`src/rtl/mem_arbiter.sv`:
```
`default_nettype none
// +--------------------------------------------------------------------------+
// | Module      : mem_arbiter                                                |
// | Description : Two-port 128-bit line arbiter between the I-cache and      |
// |               D-cache memory-side wishbone masters and one wishbone      |
// |               master to physical memory. One transaction at a time,      |
// |               registered grant, one-cycle TURN bubble between grants.    |
// |               Build option ARB_RR_EN selects round-robin arbitration;    |
// |               otherwise D has fixed priority with a starvation limit.    |
// | Revision    : 1.0 - initial release                                      |
// +--------------------------------------------------------------------------+
module mem_arbiter #(
  parameter int ADDR_W       = 32,
  parameter int STARVE_LIMIT = 4
) (
  input  logic              clk,
  input  logic              rst_n,
  // I-cache line port (slave)
  input  logic [ADDR_W-1:0] i_icache_adr,
  input  logic [127:0]      i_icache_dat_m,
  output logic [127:0]      o_icache_dat_s,
  input  logic [15:0]       i_icache_sel,
  input  logic              i_icache_we,
  input  logic              i_icache_stb,
  input  logic              i_icache_cyc,
  output logic              o_icache_ack,
  // D-cache line port (slave)
  input  logic [ADDR_W-1:0] i_dcache_adr,
  input  logic [127:0]      i_dcache_dat_m,
  output logic [127:0]      o_dcache_dat_s,
  input  logic [15:0]       i_dcache_sel,
  input  logic              i_dcache_we,
  input  logic              i_dcache_stb,
  input  logic              i_dcache_cyc,
  output logic              o_dcache_ack,
  // Physical memory port (master)
  output logic [ADDR_W-1:0] o_mem_adr,
  output logic [127:0]      o_mem_dat_m,
  input  logic [127:0]      i_mem_dat_s,
  output logic [15:0]       o_mem_sel,
  output logic              o_mem_we,
  output logic              o_mem_stb,
  output logic              o_mem_cyc,
  input  logic              i_mem_ack
);

  typedef enum logic [1:0] {
    IDLE  = 2'd0,
    GNT_I = 2'd1,
    GNT_D = 2'd2,
    TURN  = 2'd3
  } state_t;

  state_t r_state;
  state_t w_state_nxt;

  logic w_req_i;
  logic w_req_d;
  logic w_pick_i;
  logic w_grant_i;
  logic w_grant_d;

  assign w_req_i = i_icache_stb & i_icache_cyc;
  assign w_req_d = i_dcache_stb & i_dcache_cyc;

  // Read data is broadcast; only the ACKed cache samples it.
  assign o_icache_dat_s = i_mem_dat_s;
  assign o_dcache_dat_s = i_mem_dat_s;

`ifdef ARB_RR_EN
  // 1 = I was granted last; resets to 1 so D wins the first contention.
  logic r_last_gnt_i;

  // On contention the port not granted last wins; a lone requester always wins.
  always_comb w_pick_i = w_req_i & (~w_req_d | ~r_last_gnt_i);

  // Remember which port received the most recent grant.
  always_ff @(posedge clk or negedge rst_n) begin
    if (!rst_n) begin
      r_last_gnt_i <= 1'b1;
    end else if (w_grant_i || w_grant_d) begin
      r_last_gnt_i <= w_grant_i;
    end
  end
`else
  localparam int                 c_CNT_W = $clog2(STARVE_LIMIT + 1);
  localparam logic [c_CNT_W-1:0] c_LIMIT = c_CNT_W'(STARVE_LIMIT);

  logic [c_CNT_W-1:0] r_starve_cnt;

  // D wins contention unless I has been passed over STARVE_LIMIT times.
  always_comb w_pick_i = w_req_i & (~w_req_d | (r_starve_cnt == c_LIMIT));

  // Count D grants that bypass a pending I; saturate, clear on I grant or idle I.
  always_ff @(posedge clk or negedge rst_n) begin
    if (!rst_n) begin
      r_starve_cnt <= '0;
    end else if (!w_req_i || w_grant_i) begin
      r_starve_cnt <= '0;
    end else if (w_grant_d && (r_starve_cnt != c_LIMIT)) begin
      r_starve_cnt <= r_starve_cnt + 1'b1;
    end
  end
`endif

  // Grants are only issued from IDLE.
  assign w_grant_i = (r_state == IDLE) & w_pick_i;
  assign w_grant_d = (r_state == IDLE) & w_req_d & ~w_pick_i;

  // State register.
  always_ff @(posedge clk or negedge rst_n) begin
    if (!rst_n) begin
      r_state <= IDLE;
    end else begin
      r_state <= w_state_nxt;
    end
  end

  // Next state plus combinational routing of the granted port to memory.
  always_comb begin
    w_state_nxt  = r_state;
    o_mem_adr    = '0;
    o_mem_dat_m  = '0;
    o_mem_sel    = '0;
    o_mem_we     = 1'b0;
    o_mem_stb    = 1'b0;
    o_mem_cyc    = 1'b0;
    o_icache_ack = 1'b0;
    o_dcache_ack = 1'b0;
    unique case (r_state)
      IDLE: begin
        if (w_grant_i) begin
          w_state_nxt = GNT_I;
        end else if (w_grant_d) begin
          w_state_nxt = GNT_D;
        end
      end
      GNT_I: begin
        o_mem_adr    = i_icache_adr;
        o_mem_dat_m  = i_icache_dat_m;
        o_mem_sel    = i_icache_sel;
        o_mem_we     = i_icache_we;
        o_mem_stb    = i_icache_stb;
        o_mem_cyc    = i_icache_cyc;
        o_icache_ack = i_mem_ack;
        // Completion or abort (CYC dropped) both end the grant.
        if (i_mem_ack || !i_icache_cyc) begin
          w_state_nxt = TURN;
        end
      end
      GNT_D: begin
        o_mem_adr    = i_dcache_adr;
        o_mem_dat_m  = i_dcache_dat_m;
        o_mem_sel    = i_dcache_sel;
        o_mem_we     = i_dcache_we;
        o_mem_stb    = i_dcache_stb;
        o_mem_cyc    = i_dcache_cyc;
        o_dcache_ack = i_mem_ack;
        if (i_mem_ack || !i_dcache_cyc) begin
          w_state_nxt = TURN;
        end
      end
      TURN: begin
        // Bubble: a late memory ACK here is swallowed.
        w_state_nxt = IDLE;
      end
      default: begin
        w_state_nxt = IDLE;
      end
    endcase
  end

endmodule
`default_nettype wire

```
`config.mk`:
```
export PLATFORM = sky130hd
export DESIGN_NAME = mem_arbiter
export DESIGN_NICKNAME = d
export VERILOG_FILES = /design/src/rtl/mem_arbiter.sv
export SDC_FILE = /design/constraint.sdc
export NUM_CORES = 1
export LEC_CHECK = 0
export BUFFER_PORTS_ARGS = -buffer_cell sky130_fd_sc_hd__buf_4
export CORE_AREA = 2 2 364 366
export CTS_CLUSTER_DIAMETER = 40
export DETAILED_ROUTE_END_ITERATION = 7
export DIE_AREA = 0 0 366 368
export GPL_ROUTABILITY_DRIVEN = 0
export PLACE_DENSITY = 0.3
export SETUP_SLACK_MARGIN = 0.4
export SLEW_MARGIN = 20
export SYNTH_ARGS = -nofsm -noshare
export SYNTH_HDL_FRONTEND = slang
export SYNTH_SLANG_ARGS = --single-unit
```
`constraint.sdc`:
```
create_clock -name clk -period 3.1 [get_ports clk]
set_input_delay 0.155 -clock clk [delete_from_list [all_inputs] [get_ports clk]]
set_output_delay 0.155 -clock clk [all_outputs]
set_load 0.05 [all_outputs]
```
After elaboration in Yosys (flattened, before gate mapping). Index checks and enable logic that the tools add are counted.

$add $sub $neg: 1. $mul: 0. Divide/modulo/power cells: 0. Order comparisons: 0. Equality and inequality tests: 8. Shift-type cells: 0. Muxes and demuxes: 15. Bitwise operators: 9. Reductions and logical operators: 10.

Operators with widths (number): $pmux W128 S2 (1); $pmux W32 S2 (1); $pmux W16 S2 (1); $mux W2 (4); $pmux W2 S4 (1); $and A1 B1 Y1 (6); $mux W3 (2); $ne A3 B3 Y1 const B (2); $pmux W1 S2 (3); $eq A2 B2 Y1 const B (2); $ne A2 B2 Y1 const B (2); $add A3 B1 Y3 const B (1); $eq A3 B3 Y1 const B (1); $logic_not A1 Y1 (3); $logic_or A1 B1 Y1 (3); $reduce_and A3 Y1 (1); $eq A2 B1 Y1 const B (1); $logic_not A2 Y1 (1); $mux W1 (2); $not A1 Y1 (2); $reduce_bool A2 Y1 (1); $logic_and A1 B1 Y1 (1); $or A1 B1 Y1 (1).

Flip-flop bits (word level): 5. Bits in latches: 0. Bits in writable memories: 0. Memory bits (read-only): 0. Input port bits: 489. Output and inout bits: 437. Word-level logic and storage cells: 45. Memories kept: 0.

Logic depth before layout (Yosys ltp).
Word-level depth: 9. Gate-level depth with buffers: 7. Mapped depth without buffers: 6.

Worst setup path before layout. Ideal clock, no wire load.

Path type: flip-flop to output port. Start point: register r_state[1]. End point: output port o_mem_dat_m[24]. Data arrival time: 1828 ps. Required time: 2945 ps. Setup slack: 1117 ps. Stages on the path, launching flop included: 8. Path buffers: 3. Cells stage by stage: dfrtp_1 inv_1 ha_1 buf_2 buf_2 buf_2 a22oi_1 nor2_1.

Word-level cells in the longest chain between the ends: 2. Elaborated cells on any way between the ends: 3. Those cells by class: eq/ne (2); mux (1).

RTL lines: start, declared (line 54) `state_t r_state;`; start signal, assigned (line 115) `r_state <= w_state_nxt;`; $eq A2 B2 Y1 / $eq A2 B1 Y1 (equally long branches) (line 130) `unique case (r_state)`; $pmux W128 S2 * (line 130); end, declared (line 38) `output logic [127:0] o_mem_dat_m,`.

Every way passes the cells marked *; elsewhere a longest branch is shown, timed or not.

Worst setup path in the final report.
Start point: register r_state[1]. End point: output port o_mem_dat_m[35].

The elaborated chain is that of the path after synthesis.

==> results.sh <==
export IMPL_timing_final_hold_violations=0
export IMPL_grt_first_pass_wirelength_mm=90.2
export IMPL_seq_area_frac_synth=0.0273
export IMPL_run_status="finished, final reports clean"
export IMPL_power_per_cell_area_nw_per_um2=1340
export IMPL_cpPeakStageDelay_ps=640
export IMPL_drt_pass1_iterations=5
export IMPL_drc_errors=0
export IMPL_detailedRoute_firstIterationViolations=423
export IMPL_worstHoldEndpoint="r_starve_cnt[0]$_DFFE_PN0P_"
export IMPL_cts_buffers=3
export IMPL_timing_max_cap_violations=0
export IMPL_leakage_nw=3.87
export IMPL_clock_fmax_ghz=0.380
export IMPL_regToRegSetupSlack_ps=1130
export IMPL_clock_tree_htree_level_count=1
export IMPL_filler_cell_count=15600
export IMPL_ant_nets=0
export IMPL_synthesis_yosys_warnings=0
export IMPL_critical_path_arrival_ps=2480
export IMPL_largest_fanout_on_the_critical_path=55
export IMPL_timing_hold_worst_path_depth=3
export IMPL_core_area_um2=131000
export IMPL_cts_root_buf="clkbuf_16"
export IMPL_vias=6507
export IMPL_maximum_number_of_pins_on_one_net_before_global_route_repair=65
export IMPL_p_int_mw=3.44
export IMPL_cp_slowest_cell="a22oi_1"
export IMPL_layout_nets=1496
export IMPL_clk_path_buf_depth=2
export IMPL_dp_cells=2745
export IMPL_floorplan_rows=133
export IMPL_sequentialPowerShare=0.008
export IMPL_finalSetupTns_ps=0
export IMPL_power_share_combinational=0.975
export IMPL_grt_total_usage=0.106
export IMPL_final_report_setup_violation_count=0
export IMPL_wirelength_mm=75.6
export IMPL_worstPathRequired_ps=2940
export IMPL_p_total_mw=12.5
export IMPL_post_route_min_period_ps=2630
export IMPL_worst_skew_pair_late_latency_ps=230
export IMPL_p_switching_mw=9.04
export IMPL_synthDistinctLibCells=25
export IMPL_route_detailed_wl_per_inst_um=27.4
export IMPL_path_cells="inv_1 > ha_4 > buf_12 > buf_12 > buf_4 > a22oi_1 > nor2_1 > buf_4"
export IMPL_worst_clock_skew_ps=1.22
export IMPL_antenna_violations_before_repair=15
export IMPL_die_w_um=366
export IMPL_flop_and_latch_count_out_of_synthesis=5
export IMPL_floorplan_die_area_um2=135000
export IMPL_setup_repair_after_global_routing_missed_its_margin="no"
export IMPL_top_level_ports=926
export IMPL_synthesis_nets=1208
export IMPL_via_per_inst=2.36
export IMPL_timing_worst_slew_pin_value_ps=846
export IMPL_fin_cells=2758
export IMPL_hold_class="input pin to flop"
export IMPL_fp_dieH_um=368
export IMPL_starting_density=0.0351
export IMPL_critPathKind="flop to output port"
export IMPL_cp_start_kind="flop"
export IMPL_count_of_buffers_from_port_buffering=541
export IMPL_endpoint_kind_of_the_worst_setup_timing_path="output port"
export IMPL_pwr_share_clk=0.017
export IMPL_clock_sink_count=5
export IMPL_p_sw_frac=0.725
export IMPL_slew_headroom=0.436
export IMPL_postSynthAreaPerCell_um2=6.44
export IMPL_globalRouteOverflowTotal=0
export IMPL_regToRegEndpoint="r_state[0]$_DFFE_PN0P_"
export IMPL_final_number_of_max_transition_violations=0
export IMPL_whs_ps=271
export IMPL_detailed_place_hpwl_mm=71.2
export IMPL_final_layout_size_suffix_gt1_frac=0.609
export IMPL_flow_area_growth_from_synthesis_pct=103
export IMPL_tritoncts="yes"
export IMPL_first_global_vias=6553
export IMPL_postSynthCellCount=713
export IMPL_final_period_utilization=0.849
export IMPL_synth_area_um2=4590
export IMPL_timing_reg2reg_worst_path_depth=6
export IMPL_register_clock_pin_slew_on_the_reported_worst_setup_and_hold_paths_ps=30
export IMPL_hold_path_startpoint="i_icache_cyc"
export IMPL_irDropWorstVdd_v=0.000481
export IMPL_regToRegStartpoint="r_state[0]$_DFFE_PN0P_"
how the worst max path moves through the flow:
stage	slack, ps	endpoint	start
after floorplan	1120	o_mem_dat_m[24]	r_state[1]$_DFFE_PN0P_
after global placement	730	o_mem_dat_m[68]	r_state[1]$_DFFE_PN0P_
after detailed placement	750	o_mem_dat_m[95]	r_state[1]$_DFFE_PN0P_
after CTS	510	o_mem_dat_m[95]	r_state[1]$_DFFE_PN0P_
after global routing	500	o_mem_dat_m[33]	r_state[1]$_DFFE_PN0P_
final	470	o_mem_dat_m[35]	r_state[1]$_DFFE_PN0P_
timing repair:
item | in CTS | in global routing
setup buffers | 0 | 5
gates resized for setup | 0 | 0
hold endpoints to repair | 5 | 0
setup endpoints to repair | 0 | 1
hold buffers | 1 | 0
cells by family after synthesis:
group                      after synthesis  share of synthesized area
muxes                                    2                    0.00491
DFF                                      5                     0.0273
and+or+nand+nor                        191                      0.161
adders and majority gates                6                     0.0164
buffers and inverters                  322                      0.485
AOI/OAI and AO/OA                      187                      0.306
sequential cells by signal (all words and copies together), names as in the netlist:
register / flops
r_starve_cnt: 3
r_state: 2
placed cells by master (no fill, tap or decap), drive strengths merged:
master       count
a22oi          179
and2             2
a21oi            3
a2bb2oi          1
inv              6
nand2            3
o21ai            2
nand3b           1
nand2b           2
diode            3
buf            598
o32a             1
nor2           180
o32ai            1
ha               6
dlygate4sd3      1
mux2             2
clkbuf           4
dfrtp            5
nand3            3
routing by layer:
metal  routed length (um)  vias to the layer above  GRT usage
met4                  169                        6    0.00340
met2                32500                      699      0.161
met3                11800                       24     0.0735
li1                     -                     2778          -
met5                   35                        -    0.00107
met1                31200                     3000      0.129
cell type report:
| cell class | count | area (um2) | area share |
|---|---|---|---|
| multi-input combinational | 386 | 2260 | 0.243 |
| clock buffer | 4 | 78.8 | 0.00847 |
| inverter | 6 | 30.0 | 0.00323 |
| sequential | 5 | 125 | 0.0135 |
| timing repair buffer | 599 | 4600 | 0.494 |
| tap | 1755 | 2200 | 0.236 |
| antenna | 3 | 7.51 | 0.000807 |
synth_stat cells:
cell	instances	area, um2
a2bb2oi_1	1	8.76
nand3_1	3	15.0
buf_1	4	15.0
nand3b_1	1	7.51
o32ai_1	1	8.76
a22oi_1	178	1340
o21ai_1	1	5.00
inv_1	5	18.8
dfrtp_1	5	125
buf_4	259	1940
nand2_2	1	6.26
mux2_2	2	22.5
a22oi_2	1	12.5
nor2_1	180	676
clkbuf_1	18	67.6
o21ai_0	1	5.00
inv_2	1	3.75
nand2b_1	2	12.5
a21oi_2	1	8.76
o32a_1	1	10.0
buf_2	35	175
a21oi_1	2	10.0
and2_1	2	12.5
ha_1	6	75.1
nand2_1	2	7.51
per-stage QoR:
stage          instance area, um2  utilization  setup WS [ps]
2_1_floorplan                4590            -           1120
3_3_place_gp                 9160       0.0700            728
3_5_place_dp                 9160       0.0700            752
4_1_cts                      9240       0.0707            506
5_1_grt                      9290       0.0711            499
6_report                     9300       0.0711            468
worst max-delay path, delay by kind of cell (launching register included):
| kind | cells | cell delay [ps] |
|---|---|---|
| flip-flops | 1 | 380 |
| AND/OR/NAND/NOR | 1 | 90 |
| buffers and inverters | 5 | 870 |
| AO/OA/AOI/OAI | 1 | 640 |
| adder cells (fa/ha/maj) | 1 | 190 |
power groups by stage:
stage | Sequential, mW | Combinational, mW | Clock (mW)
CTS | 0.0973 | 12.6 | 0.214
floorplan | 0.0894 | 7.60 | 0
global placement | 0.0989 | 12.6 | 0
detailed placement | 0.0981 | 12.6 | 0
finish | 0.0977 | 12.2 | 0.210
global route | 0.0997 | 12.9 | 0.217
(Power assumes the default switching activity.)
